$ cat src/rtl/axi4lite_cmd_initiator.sv
// Single-outstanding AXI4-Lite manager: turns one valid/ready command into one AXI4-Lite read or write.
// Optional build macro AXIL_ERRCNT_EN adds err_count, a saturating tally of non-OKAY responses.
`timescale 1ns/1ps
module axi4lite_cmd_initiator #(
    parameter logic [2:0] PROT  = 3'b000,
    parameter logic [3:0] CACHE = 4'b0000
) (
    input  logic        aclk,
    input  logic        aresetn,
    input  logic        cmd_valid,
    output logic        cmd_ready,
    input  logic        cmd_write,
    input  logic [31:0] cmd_addr,
    input  logic [31:0] cmd_wdata,
    input  logic [3:0]  cmd_wstrb,
    output logic        rsp_valid,
    input  logic        rsp_ready,
    output logic        rsp_write,
    output logic [31:0] rsp_rdata,
    output logic [1:0]  rsp_resp,
    output logic        awvalid,
    input  logic        awready,
    output logic [31:0] awaddr,
    output logic [2:0]  awprot,
    output logic [3:0]  awcache,
    output logic        wvalid,
    input  logic        wready,
    output logic [31:0] wdata,
    output logic [3:0]  wstrb,
    input  logic        bvalid,
    output logic        bready,
    input  logic [1:0]  bresp,
    output logic        arvalid,
    input  logic        arready,
    output logic [31:0] araddr,
    output logic [2:0]  arprot,
    output logic [3:0]  arcache,
    input  logic        rvalid,
    output logic        rready,
    input  logic [31:0] rdata,
    input  logic [1:0]  rresp
`ifdef AXIL_ERRCNT_EN
    ,
    output logic [15:0] err_count
`endif
);

    typedef enum logic [2:0] {
        ST_IDLE  = 3'd0,
        ST_WADDR = 3'd1,
        ST_WRESP = 3'd2,
        ST_RADDR = 3'd3,
        ST_RDATA = 3'd4,
        ST_RESP  = 3'd5
    } state_t;

    state_t      state_r;
    state_t      state_nxt_s;

    logic        aw_done_r;
    logic        w_done_r;
    logic        aw_hs_s;
    logic        w_hs_s;
    logic        aw_ok_s;
    logic        w_ok_s;

    logic        awvalid_nxt_s;
    logic        wvalid_nxt_s;
    logic        bready_nxt_s;
    logic        arvalid_nxt_s;
    logic        rready_nxt_s;
    logic        rsp_valid_nxt_s;
    logic        rsp_write_nxt_s;
    logic [31:0] rsp_rdata_nxt_s;
    logic [1:0]  rsp_resp_nxt_s;
    logic [31:0] awaddr_nxt_s;
    logic [31:0] wdata_nxt_s;
    logic [3:0]  wstrb_nxt_s;
    logic [31:0] araddr_nxt_s;
    logic        aw_done_nxt_s;
    logic        w_done_nxt_s;

    assign cmd_ready = (state_r == ST_IDLE);
    assign awprot    = PROT;
    assign arprot    = PROT;
    assign awcache   = CACHE;
    assign arcache   = CACHE;

    // AW and W complete independently; a handshake this cycle counts as done.
    assign aw_hs_s = awvalid & awready;
    assign w_hs_s  = wvalid & wready;
    assign aw_ok_s = aw_done_r | aw_hs_s;
    assign w_ok_s  = w_done_r | w_hs_s;

    // State register
    always_ff @(posedge aclk or negedge aresetn) begin
        if (!aresetn) begin
            state_r <= ST_IDLE;
        end else begin
            state_r <= state_nxt_s;
        end
    end

    // Next-state decode
    always_comb begin
        state_nxt_s = state_r;
        case (state_r)
            ST_IDLE: begin
                if (cmd_valid) begin
                    state_nxt_s = cmd_write ? ST_WADDR : ST_RADDR;
                end else begin
                    state_nxt_s = ST_IDLE;
                end
            end
            ST_WADDR: begin
                if (aw_ok_s && w_ok_s) begin
                    state_nxt_s = ST_WRESP;
                end else begin
                    state_nxt_s = ST_WADDR;
                end
            end
            ST_WRESP: begin
                if (bvalid && bready) begin
                    state_nxt_s = ST_RESP;
                end else begin
                    state_nxt_s = ST_WRESP;
                end
            end
            ST_RADDR: begin
                if (arvalid && arready) begin
                    state_nxt_s = ST_RDATA;
                end else begin
                    state_nxt_s = ST_RADDR;
                end
            end
            ST_RDATA: begin
                if (rvalid && rready) begin
                    state_nxt_s = ST_RESP;
                end else begin
                    state_nxt_s = ST_RDATA;
                end
            end
            ST_RESP: begin
                if (rsp_valid && rsp_ready) begin
                    state_nxt_s = ST_IDLE;
                end else begin
                    state_nxt_s = ST_RESP;
                end
            end
            default: state_nxt_s = ST_IDLE;
        endcase
    end

    // Next values of the registered bus and response outputs
    always_comb begin
        awvalid_nxt_s   = awvalid;
        wvalid_nxt_s    = wvalid;
        bready_nxt_s    = bready;
        arvalid_nxt_s   = arvalid;
        rready_nxt_s    = rready;
        rsp_valid_nxt_s = rsp_valid;
        rsp_write_nxt_s = rsp_write;
        rsp_rdata_nxt_s = rsp_rdata;
        rsp_resp_nxt_s  = rsp_resp;
        awaddr_nxt_s    = awaddr;
        wdata_nxt_s     = wdata;
        wstrb_nxt_s     = wstrb;
        araddr_nxt_s    = araddr;
        aw_done_nxt_s   = aw_done_r;
        w_done_nxt_s    = w_done_r;
        case (state_r)
            ST_IDLE: begin
                aw_done_nxt_s = 1'b0;
                w_done_nxt_s  = 1'b0;
                if (cmd_valid && cmd_write) begin
                    awaddr_nxt_s  = cmd_addr;
                    wdata_nxt_s   = cmd_wdata;
                    wstrb_nxt_s   = cmd_wstrb;
                    awvalid_nxt_s = 1'b1;
                    wvalid_nxt_s  = 1'b1;
                end else if (cmd_valid) begin
                    araddr_nxt_s  = cmd_addr;
                    arvalid_nxt_s = 1'b1;
                end else begin
                    awvalid_nxt_s = 1'b0;
                    arvalid_nxt_s = 1'b0;
                end
            end
            ST_WADDR: begin
                if (aw_hs_s) begin
                    awvalid_nxt_s = 1'b0;
                    aw_done_nxt_s = 1'b1;
                end else begin
                    aw_done_nxt_s = aw_done_r;
                end
                if (w_hs_s) begin
                    wvalid_nxt_s = 1'b0;
                    w_done_nxt_s = 1'b1;
                end else begin
                    w_done_nxt_s = w_done_r;
                end
                if (aw_ok_s && w_ok_s) begin
                    bready_nxt_s  = 1'b1;
                    aw_done_nxt_s = 1'b0;
                    w_done_nxt_s  = 1'b0;
                end else begin
                    bready_nxt_s = 1'b0;
                end
            end
            ST_WRESP: begin
                if (bvalid && bready) begin
                    bready_nxt_s    = 1'b0;
                    rsp_valid_nxt_s = 1'b1;
                    rsp_write_nxt_s = 1'b1;
                    rsp_rdata_nxt_s = 32'h0000_0000;
                    rsp_resp_nxt_s  = bresp;
                end else begin
                    bready_nxt_s = 1'b1;
                end
            end
            ST_RADDR: begin
                if (arvalid && arready) begin
                    arvalid_nxt_s = 1'b0;
                    rready_nxt_s  = 1'b1;
                end else begin
                    arvalid_nxt_s = 1'b1;
                end
            end
            ST_RDATA: begin
                if (rvalid && rready) begin
                    rready_nxt_s    = 1'b0;
                    rsp_valid_nxt_s = 1'b1;
                    rsp_write_nxt_s = 1'b0;
                    rsp_rdata_nxt_s = rdata;
                    rsp_resp_nxt_s  = rresp;
                end else begin
                    rready_nxt_s = 1'b1;
                end
            end
            ST_RESP: begin
                if (rsp_valid && rsp_ready) begin
                    rsp_valid_nxt_s = 1'b0;
                end else begin
                    rsp_valid_nxt_s = rsp_valid;
                end
            end
            default: begin
                awvalid_nxt_s   = 1'b0;
                wvalid_nxt_s    = 1'b0;
                bready_nxt_s    = 1'b0;
                arvalid_nxt_s   = 1'b0;
                rready_nxt_s    = 1'b0;
                rsp_valid_nxt_s = 1'b0;
            end
        endcase
    end

    // Output and progress-flag registers; reset abandons any transaction in flight
    always_ff @(posedge aclk or negedge aresetn) begin
        if (!aresetn) begin
            awvalid   <= 1'b0;
            wvalid    <= 1'b0;
            bready    <= 1'b0;
            arvalid   <= 1'b0;
            rready    <= 1'b0;
            rsp_valid <= 1'b0;
            rsp_write <= 1'b0;
            rsp_rdata <= 32'h0000_0000;
            rsp_resp  <= 2'b00;
            awaddr    <= 32'h0000_0000;
            wdata     <= 32'h0000_0000;
            wstrb     <= 4'h0;
            araddr    <= 32'h0000_0000;
            aw_done_r <= 1'b0;
            w_done_r  <= 1'b0;
        end else begin
            awvalid   <= awvalid_nxt_s;
            wvalid    <= wvalid_nxt_s;
            bready    <= bready_nxt_s;
            arvalid   <= arvalid_nxt_s;
            rready    <= rready_nxt_s;
            rsp_valid <= rsp_valid_nxt_s;
            rsp_write <= rsp_write_nxt_s;
            rsp_rdata <= rsp_rdata_nxt_s;
            rsp_resp  <= rsp_resp_nxt_s;
            awaddr    <= awaddr_nxt_s;
            wdata     <= wdata_nxt_s;
            wstrb     <= wstrb_nxt_s;
            araddr    <= araddr_nxt_s;
            aw_done_r <= aw_done_nxt_s;
            w_done_r  <= w_done_nxt_s;
        end
    end

`ifdef AXIL_ERRCNT_EN
    logic [15:0] err_cnt_r;
    logic        err_hit_s;

    assign err_hit_s = ((state_r == ST_WRESP) && bvalid && bready && (bresp != 2'b00)) ||
                       ((state_r == ST_RDATA) && rvalid && rready && (rresp != 2'b00));

    // Saturating count of non-OKAY B/R responses
    always_ff @(posedge aclk or negedge aresetn) begin
        if (!aresetn) begin
            err_cnt_r <= 16'd0;
        end else if (err_hit_s && (err_cnt_r != 16'hFFFF)) begin
            err_cnt_r <= err_cnt_r + 16'd1;
        end else begin
            err_cnt_r <= err_cnt_r;
        end
    end

    assign err_count = err_cnt_r;
`endif

endmodule

$ cat config.mk
export PLATFORM = sky130hd
export DESIGN_NAME = axi4lite_cmd_initiator
export DESIGN_NICKNAME = d
export VERILOG_FILES = /design/src/rtl/axi4lite_cmd_initiator.sv
export SDC_FILE = /design/constraint.sdc
export NUM_CORES = 1
export LEC_CHECK = 0
export BUFFER_PORTS_ARGS = -buffer_cell sky130_fd_sc_hd__clkbuf_2
export CAP_MARGIN = 25
export CORE_ASPECT_RATIO = 2
export CORE_MARGIN = 5
export CORE_UTILIZATION = 50
export CTS_CLUSTER_DIAMETER = 100
export DETAILED_ROUTE_END_ITERATION = 10
export GPL_ROUTABILITY_DRIVEN = 0
export PLACE_DENSITY = 0.87
export SKIP_LAST_GASP = 1
export SLEW_MARGIN = 20
export SYNTH_ARGS = -nofsm -noshare
export SYNTH_HDL_FRONTEND = slang
export SYNTH_SLANG_ARGS = --single-unit
$ cat constraint.sdc
create_clock -name aclk -period 3.41 [get_ports aclk]
set_clock_uncertainty 0.15 [all_clocks]
set_input_delay 0.341 -clock aclk [delete_from_list [all_inputs] [get_ports aclk]]
set_output_delay 0.341 -clock aclk [all_outputs]
set_load 0.05 [all_outputs]
==> impl_results.md, run 1 <==
* Worst EP arrival at 2.52 ns
* Slew of the pin with the lowest slew margin at 0.699 ns
* R2R Setup Slk at 1.02 ns
* DRC errors left at 0
* Max Slew Vio Count at 0
* Most common cell after layout, fill and taps aside: clkbuf_2
* Hold Vio Cnt, Final at 0
* Number of routed nets with antenna violations at 0
* Clk buf depth at 2
* Fin nets at 783
* Quantity of I/O buffers inserted on ports at 255
* Run status: finished clean
* WS Path Type: reg2reg
* Max Clock Freq at 419 MHz
* Ports at between 200 and 300
* Site Rows at 55
* Post-synthesis sequential area ratio at 63.0%
* CTS tree: done
* Clock Pin Slew Worst Setup and Hold Paths at 0.07 ns
* Initial antenna violation count at 1
* Drt via density at 5.29
* Start point of the worst hold path: rdata[29]
* TNS Setup at 0 ns
* Core footprint at 11400 um2
* Total GRT Usage at 22.9%
* Largest net degree at the start of global routing at 77
* RR Startpoint: state_r[0]
* Placed Instances at 772
* Synth Warn # at 0
* Max cap viols at 0
* CTS H-tree depth at 4
* Hold path cells at 2
* Final core utilization at ~69%
* Fraction of layout cells with a size suffix above 1 at 58.1%
* Die ar. at between 10000 and 15000 um2
* Hold Crit Class: in2reg
* Tcrit/Tclk final at 70.0%
* CP startpoint kind: flip-flop
* N_diodes at 0
* Chip height at 162 um
* R2r worst-path depth at 4
* Post-route cell area at approximately 7900 um2
* Layout area overhead at 35.5%
* Post-place instance area at 7120 um2
* Drt wl/cell at 18.9 um
* Hold endpoint: rsp_rdata[29]
* DRT iter0 DRCs at 235
* Post-cts resize count at 0
* Reg-to-reg endpoint: wdata[13]
* Most frequent cells in the layout: clkbuf_2 (254), dfrtp_1 (146), mux2_2 (96), a22o_1 (32), dlygate4sd3_1 (18)
* Min cycle time layout at 2.39 ns
* Critical Path Fanout Max at 21
* GRT Residual Overflow at 0
* Die X at approximately 86 um
* Mean Syn Cell Area at 14.8 um2
* RSZ-0062 raised after global routing: no
* FF+latch count, synth at 146
* Routed WL at between 15000 and 20000 um
* Final setup violation count at 0
* Max_slew headroom at 53.4%
* Vias in the first global route at 4884
* Placed wire-length estimate at 11500 um
* Drt first pass iters at 6
* Post-synthesis cell type count at 37
* Clk_lat worst skew at 0.41 ns
* Mapped cell area at 5800 um2
* Initial Util at 51.1%
* Global-route wire length before repair at 24600 um
* Via count at 4349
* Critical Path End Type: flip-flop
* Final std cells w/o fill at 822
* CTS Buf Count at 17
* Clk sinks at roughly 150
* Syn Inst Count at 392
* Worst Path Required at between 3 and 4 ns
* Clock root cell: clkbuf_16
registers in the layout, indices dropped and copies added (netlist names), 2 cells and up:
name,flops
araddr,32
awaddr,32
rsp_rdata,32
rsp_resp,2
state_r,3
wdata,32
wstrb,4
Yosys cell counts (all sizes together):
master / count / area share, %
a21boi: 1 / 0.13
a21o: 2 / 0.26
a21oi: 5 / 0.43
a221o: 1 / 0.17
a22o: 32 / 4.8
a31oi: 6 / 0.65
a32o: 1 / 0.17
a41oi: 1 / 0.15
and2: 3 / 0.32
buf: 35 / 4.5
clkbuf: 1 / 0.065
conb: 1 / 0.065
dfrtp: 146 / 63
ha: 2 / 0.43
inv: 4 / 0.26
mux2: 100 / 19
nand2: 12 / 0.78
nand2b: 2 / 0.22
nand3: 6 / 0.52
nor2: 7 / 0.50
nor2b: 1 / 0.11
nor3: 5 / 0.71
nor4b: 1 / 0.41
o211ai: 1 / 0.13
o21ai: 5 / 0.43
o22a: 1 / 0.15
o22ai: 3 / 0.32
o2bb2ai: 1 / 0.15
o31ai: 1 / 0.13
or3: 4 / 0.43
xor2: 1 / 0.15
layer usage:
layer  vias to the layer above  wire length [um]  global-route usage, %
met2                       262              8520                   41.1
met4                         2               682                   13.5
met1                      2089              5050                   22.5
li1                       1941                 -                      -
met3                        55              1300                   6.65
met5                         -                 8                      0
cells by family (layout without fill, tap and decap cells):
group           Yosys count  after routing  share of synthesized area, %
flops                   146            146                          63.0
mux                     100            100                          19.4
compound gates           61             61                          8.11
simple gates             41             41                          3.99
buf+inv                  40            315                          4.85
fa+ha+maj                 2              2                         0.431
other cells               1             14                        0.0646
xor+xnor                  1              1                         0.151
final cells by class:
type,instances,area [um2]
Clock buffer,17,425
Clock inverter,15,133
Fill cell,781,3490
Inverter,4,15.0
Multi-Input combinational cell,219,1920
Sequential cell,146,3650
Tap cell,142,178
Timing Repair Buffer,279,1530
per-stage QoR:
| stage | hold slack [ns] | setup slack [ns] |
|---|---|---|
| 6_report | 0.0163 | 1.02 |
| 5_1_grt | 0.000976 | 0.926 |
| 4_1_cts | 0.000308 | 1.02 |
| 3_5_place_dp | 0.253 | 1.04 |
| 3_3_place_gp | 0.240 | 1.13 |
| 2_1_floorplan | -0.105 | 0.978 |
worst max-delay path: stages (launching register included):
cell and delay (ns):
dfrtp_1 0.60, nor4b_4 0.39, and2_2 0.53, buf_12 0.23
mux2_1 0.35
repair_timing:
action / 4_1_cts / 5_1_grt
hold buffers: 18 / 0
buffers inserted: 0 / 0
endpoints found under the hold margin: 92 / 0
how the worst max path moves through the flow:
stage                     startpoint         to  depth (start not counted)
after floorplan           state_r[1]     wvalid                          5
after global placement    state_r[0]  wdata[27]                          4
after detailed placement  state_r[0]  wdata[13]                          4
after CTS                 state_r[0]  wdata[13]                          4
after global routing      state_r[0]  wdata[13]                          4
final                     state_r[0]  wdata[13]                          4
Power of run 1 is left out: the tool's default activity adds up to more than one toggle a clock period on the data nets, which glitch-free logic cannot reach.
==> run 2: changes to the inputs <==
--- a/config.mk
+++ b/config.mk
@@ -9,11 +9,11 @@
 export CAP_MARGIN = 25
 export CORE_ASPECT_RATIO = 2
 export CORE_MARGIN = 5
-export CORE_UTILIZATION = 50
+export CORE_UTILIZATION = 47
 export CTS_CLUSTER_DIAMETER = 100
 export DETAILED_ROUTE_END_ITERATION = 10
 export GPL_ROUTABILITY_DRIVEN = 0
-export PLACE_DENSITY = 0.87
+export PLACE_DENSITY = 0.83
 export SKIP_LAST_GASP = 1
 export SLEW_MARGIN = 20
 export SYNTH_ARGS = -nofsm -noshare
==> constraint.sdc (replaced) <==
create_clock -name aclk -period 2.2 [get_ports aclk]
set_clock_uncertainty 0.15 [all_clocks]
set_input_delay 0.22 -clock aclk [delete_from_list [all_inputs] [get_ports aclk]]
set_output_delay 0.22 -clock aclk [all_outputs]
set_load 0.05 [all_outputs]
==> run 2 against run 1 <==
Net effect:
- final cell count rose by 13%
- setup slack got worse by 0.89 ns
- non-clock buffer count rose by 98
- register-to-register slack got worse by 0.87 ns
- flip-flop and latch count did not move
- final area rose by 14%
- worst hold slack got worse by 0.00078 ns
- via count rose by 9.7%
- die area rose by 5.8%
- critical path depth fell by 1
- first-iteration DRC count fell by 46%
- critical path type is now reg2out
==> impl_results.md, run 2 (synthesized netlist as in run 1, its figures left out) <==
* Critical Path Fanout Max at 12
* Final Power at approximately 16 mW
* Post-route cell area at 8940 um2
* Post-place instance area at around 7200 um2
* Die ar. at 14800 um2
* Site Rows at between 50 and 60
* DRT iter0 DRCs at ~130
* Clock Pin Slew Worst Setup and Hold Paths at 0.06 ns
* Critical Path End Type: output pin
* Die X at 88.6 um
* Core footprint at 12100 um2
* CTS Buf Count at 17
* Max Clock Freq at 483 MHz
* Placed wire-length estimate at roughly 11000 um
* Placed Instances at between 700 and 800
* Max cap viols at 0
* Max_slew headroom at between 50% and 60%
* Worst EP arrival at 1.70 ns
* Routed WL at 17900 um
* Min cycle time layout at 2.07 ns
* Multi-input logic area at 1930 um2
* Run status: finished clean
* Hold Vio Cnt, Final at 0
* Seq pwr share at between 20 and 30%
* Post-cts resize count at 0
* GRT Residual Overflow at 0
* WS Path Type: reg2out
* Most common cell after layout, fill and taps aside: clkbuf_2
* Initial Util at a little under half
* Fin nets at 881
* Total GRT Usage at roughly a quarter
* RSZ-0062 raised after global routing: no
* Final core utilization at around 74%
* Hold Crit Class: in2async
* Clk_lat worst skew at around 0.40 ns
* CTS H-tree depth at 4
* FF+latch area at roughly 3700 um2
* Final std cells w/o fill at slightly above 900
* Comb pwr share at between 50 and 60%
* Layout area overhead at 54.2%
* Drt first pass iters at 5
* Post-CTS Setup Bufs at 0
* Slew of the pin with the lowest slew margin at 0.692 ns
* Largest net degree at the start of global routing at 78
* Most frequent cells in the layout: clkbuf_2 (254), dfrtp_1 (146), dlygate4sd3_1 (106), mux2_2 (96), a22o_1 (32)
* Quantity of I/O buffers inserted on ports at 255
* Drt via density at 5.15
* Leak pwr at about 4.5 nW
* Worst Path Required at 1.83 ns
* Final setup violation count at 0
* Pwr/cell area at 1780 nW/um2
* Vias in the first global route at about 5500
* Sw Pwr at 7.79 mW
* DRC errors left at 0
* Fraction of layout cells with a size suffix above 1 at about half
* Internal power at 8.15 mW
* Post-CTS Hold Buffers at 106
* Via count at 4772
* Chip height at 167 um
* Power share of the clock group at about a fifth
* Drt wl/cell at 19.4 um
* Max Slew Vio Count at 0
* Ports at 270
* Initial antenna violation count at 0
* Number of routed nets with antenna violations at 0
* CP startpoint kind: flip-flop
* Global-route wire length before repair at 27800 um
* Clock root cell: clkbuf_16
* CTS tree: done
* Switching share of power at between 40% and 50%
* Peak VDD IR at 0.00118 V
* Clk buf depth at 2
* Filler cell count at roughly 730
* Clk sinks at 146
* Tcrit/Tclk final at 94.2%
* TNS Setup at 0 ns
-- run 2: cell count changes in the layout (fill, tap and decap cells not counted), sizes merged --
cell,delta
inv,-3
clkinvlp,-1
diode,+2
clkinv,-3
clkbuf,+1
buf,+10
bufinv,+5
dlygate4sd3,+88
-- run 2: final cells by class --
class / instances / area share (%)
antenna: 2 / 0.0560
timing repair buffer: 377 / 28.0
inverter: 4 / 0.168
sequential: 146 / 40.8
tap: 147 / 2.06
clock buffer: 18 / 4.80
multi-input combinational: 219 / 21.6
clock inverter: 13 / 2.48
-- run 2: final timing paths --
kind / end / start / cells past startpoint / slack, ns
worst max register to register: araddr[25] / state_r[1] / 4 / 0.15
worst max-delay path: cmd_ready / state_r[0] / 3 / 0.13
worst min-delay path: araddr[29] / aresetn / 2 / 0.02
min in group aclk: awvalid / cmd_write / 3 / 0.06
worst min register to register: rsp_write / rsp_write / 2 / 0.34
max in group asynchronous: wdata[22] / aresetn / 3 / 1.29
-- run 2: metrics by stage --
step	hold WS, ns	worst slack (ns)
6_report	0.0155	0.129
5_1_grt	0.00559	0.0122
4_1_cts	0.00906	0.108
3_5_place_dp	-0.136	0.176
3_3_place_gp	-0.137	0.116
2_1_floorplan	-0.226	0.251
-- run 2: power groups by stage --
stage	clock network, mW	registers [mW]	logic [mW]
floorplan	0	8.59	1.96
global placement	0	4.57	7.73
detailed placement	0	4.65	7.91
CTS	3.23	4.62	8.08
global route	3.33	4.80	8.45
finish	3.18	4.66	8.10
-- run 2: metal layers --
metal	part of all wire, %	global-route usage, %
met3	6.9	5.65
met4	5.7	15.3
met2	55	44.6
met1	32	24.1
met5	0	0
-- run 2: worst max-delay path, cell delays in order (launching register included) --
cell and delay (ns):
dfrtp_1 0.50, buf_4 0.25, nor3_2 0.21, clkbuf_2 0.33
Note: power is estimated with default switching activity, not from simulation.
==> run 3: changes to the inputs <==
--- a/config.mk
+++ b/config.mk
@@ -13,7 +13,9 @@
 export CTS_CLUSTER_DIAMETER = 100
 export DETAILED_ROUTE_END_ITERATION = 10
 export GPL_ROUTABILITY_DRIVEN = 0
+export HOLD_SLACK_MARGIN = 0.03
 export PLACE_DENSITY = 0.83
+export REMOVE_ABC_BUFFERS = 1
 export SKIP_LAST_GASP = 1
 export SLEW_MARGIN = 20
 export SYNTH_ARGS = -nofsm -noshare
==> constraint.sdc (replaced) <==
create_clock -name aclk -period 2 [get_ports aclk]
set_clock_uncertainty 0.15 [all_clocks]
set_input_delay 0.2 -clock aclk [delete_from_list [all_inputs] [get_ports aclk]]
set_output_delay 0.2 -clock aclk [all_outputs]
set_load 0.05 [all_outputs]
==> run 3 against run 2 <==
Net effect:
- clock-buffer cell count up 3
- sequential power up 11%
- setup slack worse by 0.067 ns
- critical path depth up 3
==> impl_results.md, run 3 (synthesized netlist as in run 1, its figures left out) <==
* CP startpoint kind: flip-flop
* Drt wl/cell at 20.7 um
* Post-place instance area at 7270 um2
* Max_slew headroom at 64.3%
* Most common cell after layout, fill and taps aside: clkbuf_2
* WS Path Type: reg2reg
* Placed wire-length estimate at 12000 um
* Initial antenna violation count at 1
* Routed WL at 19500 um
* Max cap viols at 0
* Clock Pin Slew Worst Setup and Hold Paths at 0.06 ns
* Drt via density at 5.34
* Run status: finished clean
* Die ar. at 14800 um2
* Min cycle time layout at 1.94 ns
* Tcrit/Tclk final at 96.9%
* Fraction of layout cells with a size suffix above 1 at 52.7%
* Die X at 88.6 um
* Chip height at 167 um
* Via count at 5018
* Hold endpoint: rsp_valid
* Slew of the pin with the lowest slew margin at 0.535 ns
* Max Slew Vio Count at 0
* RR Startpoint: state_r[2]
* Core footprint at 12100 um2
* Filler cell count at 687
* Critical Path Fanout Max at 7
* Max Clock Freq at roughly 520 MHz
* Worst EP arrival at 2.07 ns
* Slowest cell on crit path: dfrtp_1
* Worst Path Required at 2.13 ns
* CTS Buf Count at 17
* CP peak stage delay at around 0.42 ns
* Site Rows at 57
* Reg-to-reg endpoint: araddr[29]
* Peak VDD IR at 0.00155 V
* RSZ-0062 raised after global routing: yes
* Number of routed nets with antenna violations at 0
* DRT iter0 DRCs at ~180
* Initial Util at between 40% and 50%
* Final setup violation count at 0
* GRT Residual Overflow at 0
* Start point of the worst hold path: rvalid
* Clk sinks at 146
* Post-route cell area at ~9200 um2
* Global-route wire length before repair at 28600 um
* Critical Path End Type: flip-flop
* R2r worst-path depth at 6
* Leak pwr at 4.56 nW
* Hold Vio Cnt, Final at 0
* Largest net degree at the start of global routing at 47
* Clock root cell: clkbuf_16
* Drt first pass iters at 5
* Quantity of I/O buffers inserted on ports at 255
* Clk buf depth at 2
* Hold path cells at 3
* Placed Instances at 789
* Vias in the first global route at 5526
* Final std cells w/o fill at between 900 and 1000
* Ports at 270
* R2R Setup Slk at between 0.06 and 0.07 ns
* Cell-by-cell trace of the critical path: buf_6 -> nor4b_4 -> nor2b_4 -> buf_12 -> clkbuf_16 -> mux2_2
* Clk_lat worst skew at around 0.40 ns
* Total GRT Usage at 25.6%
* Pwr/cell area at around 1900 nW/um2
* Layout area overhead at 58.0%
* CTS tree: done
* Fin nets at between 800 and 900
* CTS H-tree depth at 4
* Hold Crit Class: in2reg
* Most frequent cells in the layout: clkbuf_2 (253), dfrtp_1 (144), dlygate4sd3_1 (108), mux2_2 (93), a22o_1 (32)
* DRC errors left at 0
[run 3: metrics by stage]
step	util [%]	power [mW]	worst slack, ns	setup TNS (ns)	hold slack [ns]
6_report	75.6	17.5	0.0614	0	0.0643
2_1_floorplan	-	11.5	-1.09	-80.06	-0.246
3_3_place_gp	59.9	13.6	-0.000363	-0.000363	0.00880
5_1_grt	75.6	18.2	-0.0172	-0.149	0.0708
4_1_cts	73.9	17.2	0.0474	0	0.0418
3_5_place_dp	60.0	13.9	0.0619	0	0.0136
[run 3: area by class of cell]
cell class                 instances  area, um2  area share [%]
tap                              147        184            2.01
antenna                            2       5.00          0.0546
inverter                           4       15.0           0.164
clock inverter                    11        130            1.42
multi-input combinational        219       1950            21.2
sequential                       146       3660            39.9
timing repair buffer             390       2770            30.2
clock buffer                      21        460            5.02
[run 3: worst max-delay path, delay by kind of cell (launching register included)]
family	cells	cell delay, ns
buffers and inverters	3	0.43
flip-flops	1	0.42
multiplexers	1	0.32
AND/OR/NAND/NOR	2	0.48
[run 3: worst max path at each step]
stage | start | to
6_report | state_r[2] | araddr[29]
5_1_grt | state_r[2] | araddr[27]
4_1_cts | state_r[2] | wdata[4]
3_5_place_dp | state_r[2] | awaddr[31]
3_3_place_gp | state_r[1] | state_r[0]
2_1_floorplan | state_r[0] | araddr[0]
[run 3: timing repair]
action / 4_1_cts / 5_1_grt
resized for setup: 5 / 7
hold endpoints to repair: 283 / 0
setup endpoints to repair: 1 / 58
gates cloned: 0 / 7
pin swaps: 1 / 1
hold buffers: 108 / 0
setup buffers: 0 / 2
[run 3: where the power goes]
part / internal [mW] / total, mW / switching (mW) / leakage (nW)
logic: 2.65 / 9.24 / 6.59 / 2.49
registers: 4.29 / 5.15 / 0.862 / 1.80
clock network: 1.91 / 3.14 / 1.23 / 0.276
[run 3: routing by layer]
metal	up-vias	share of wire [%]	GRT usage, %
met3	88	6.7	6.39
met4	0	6.0	15.4
li1	2166	-	-
met5	-	0	0
met2	302	56	46.4
met1	2462	32	24.8
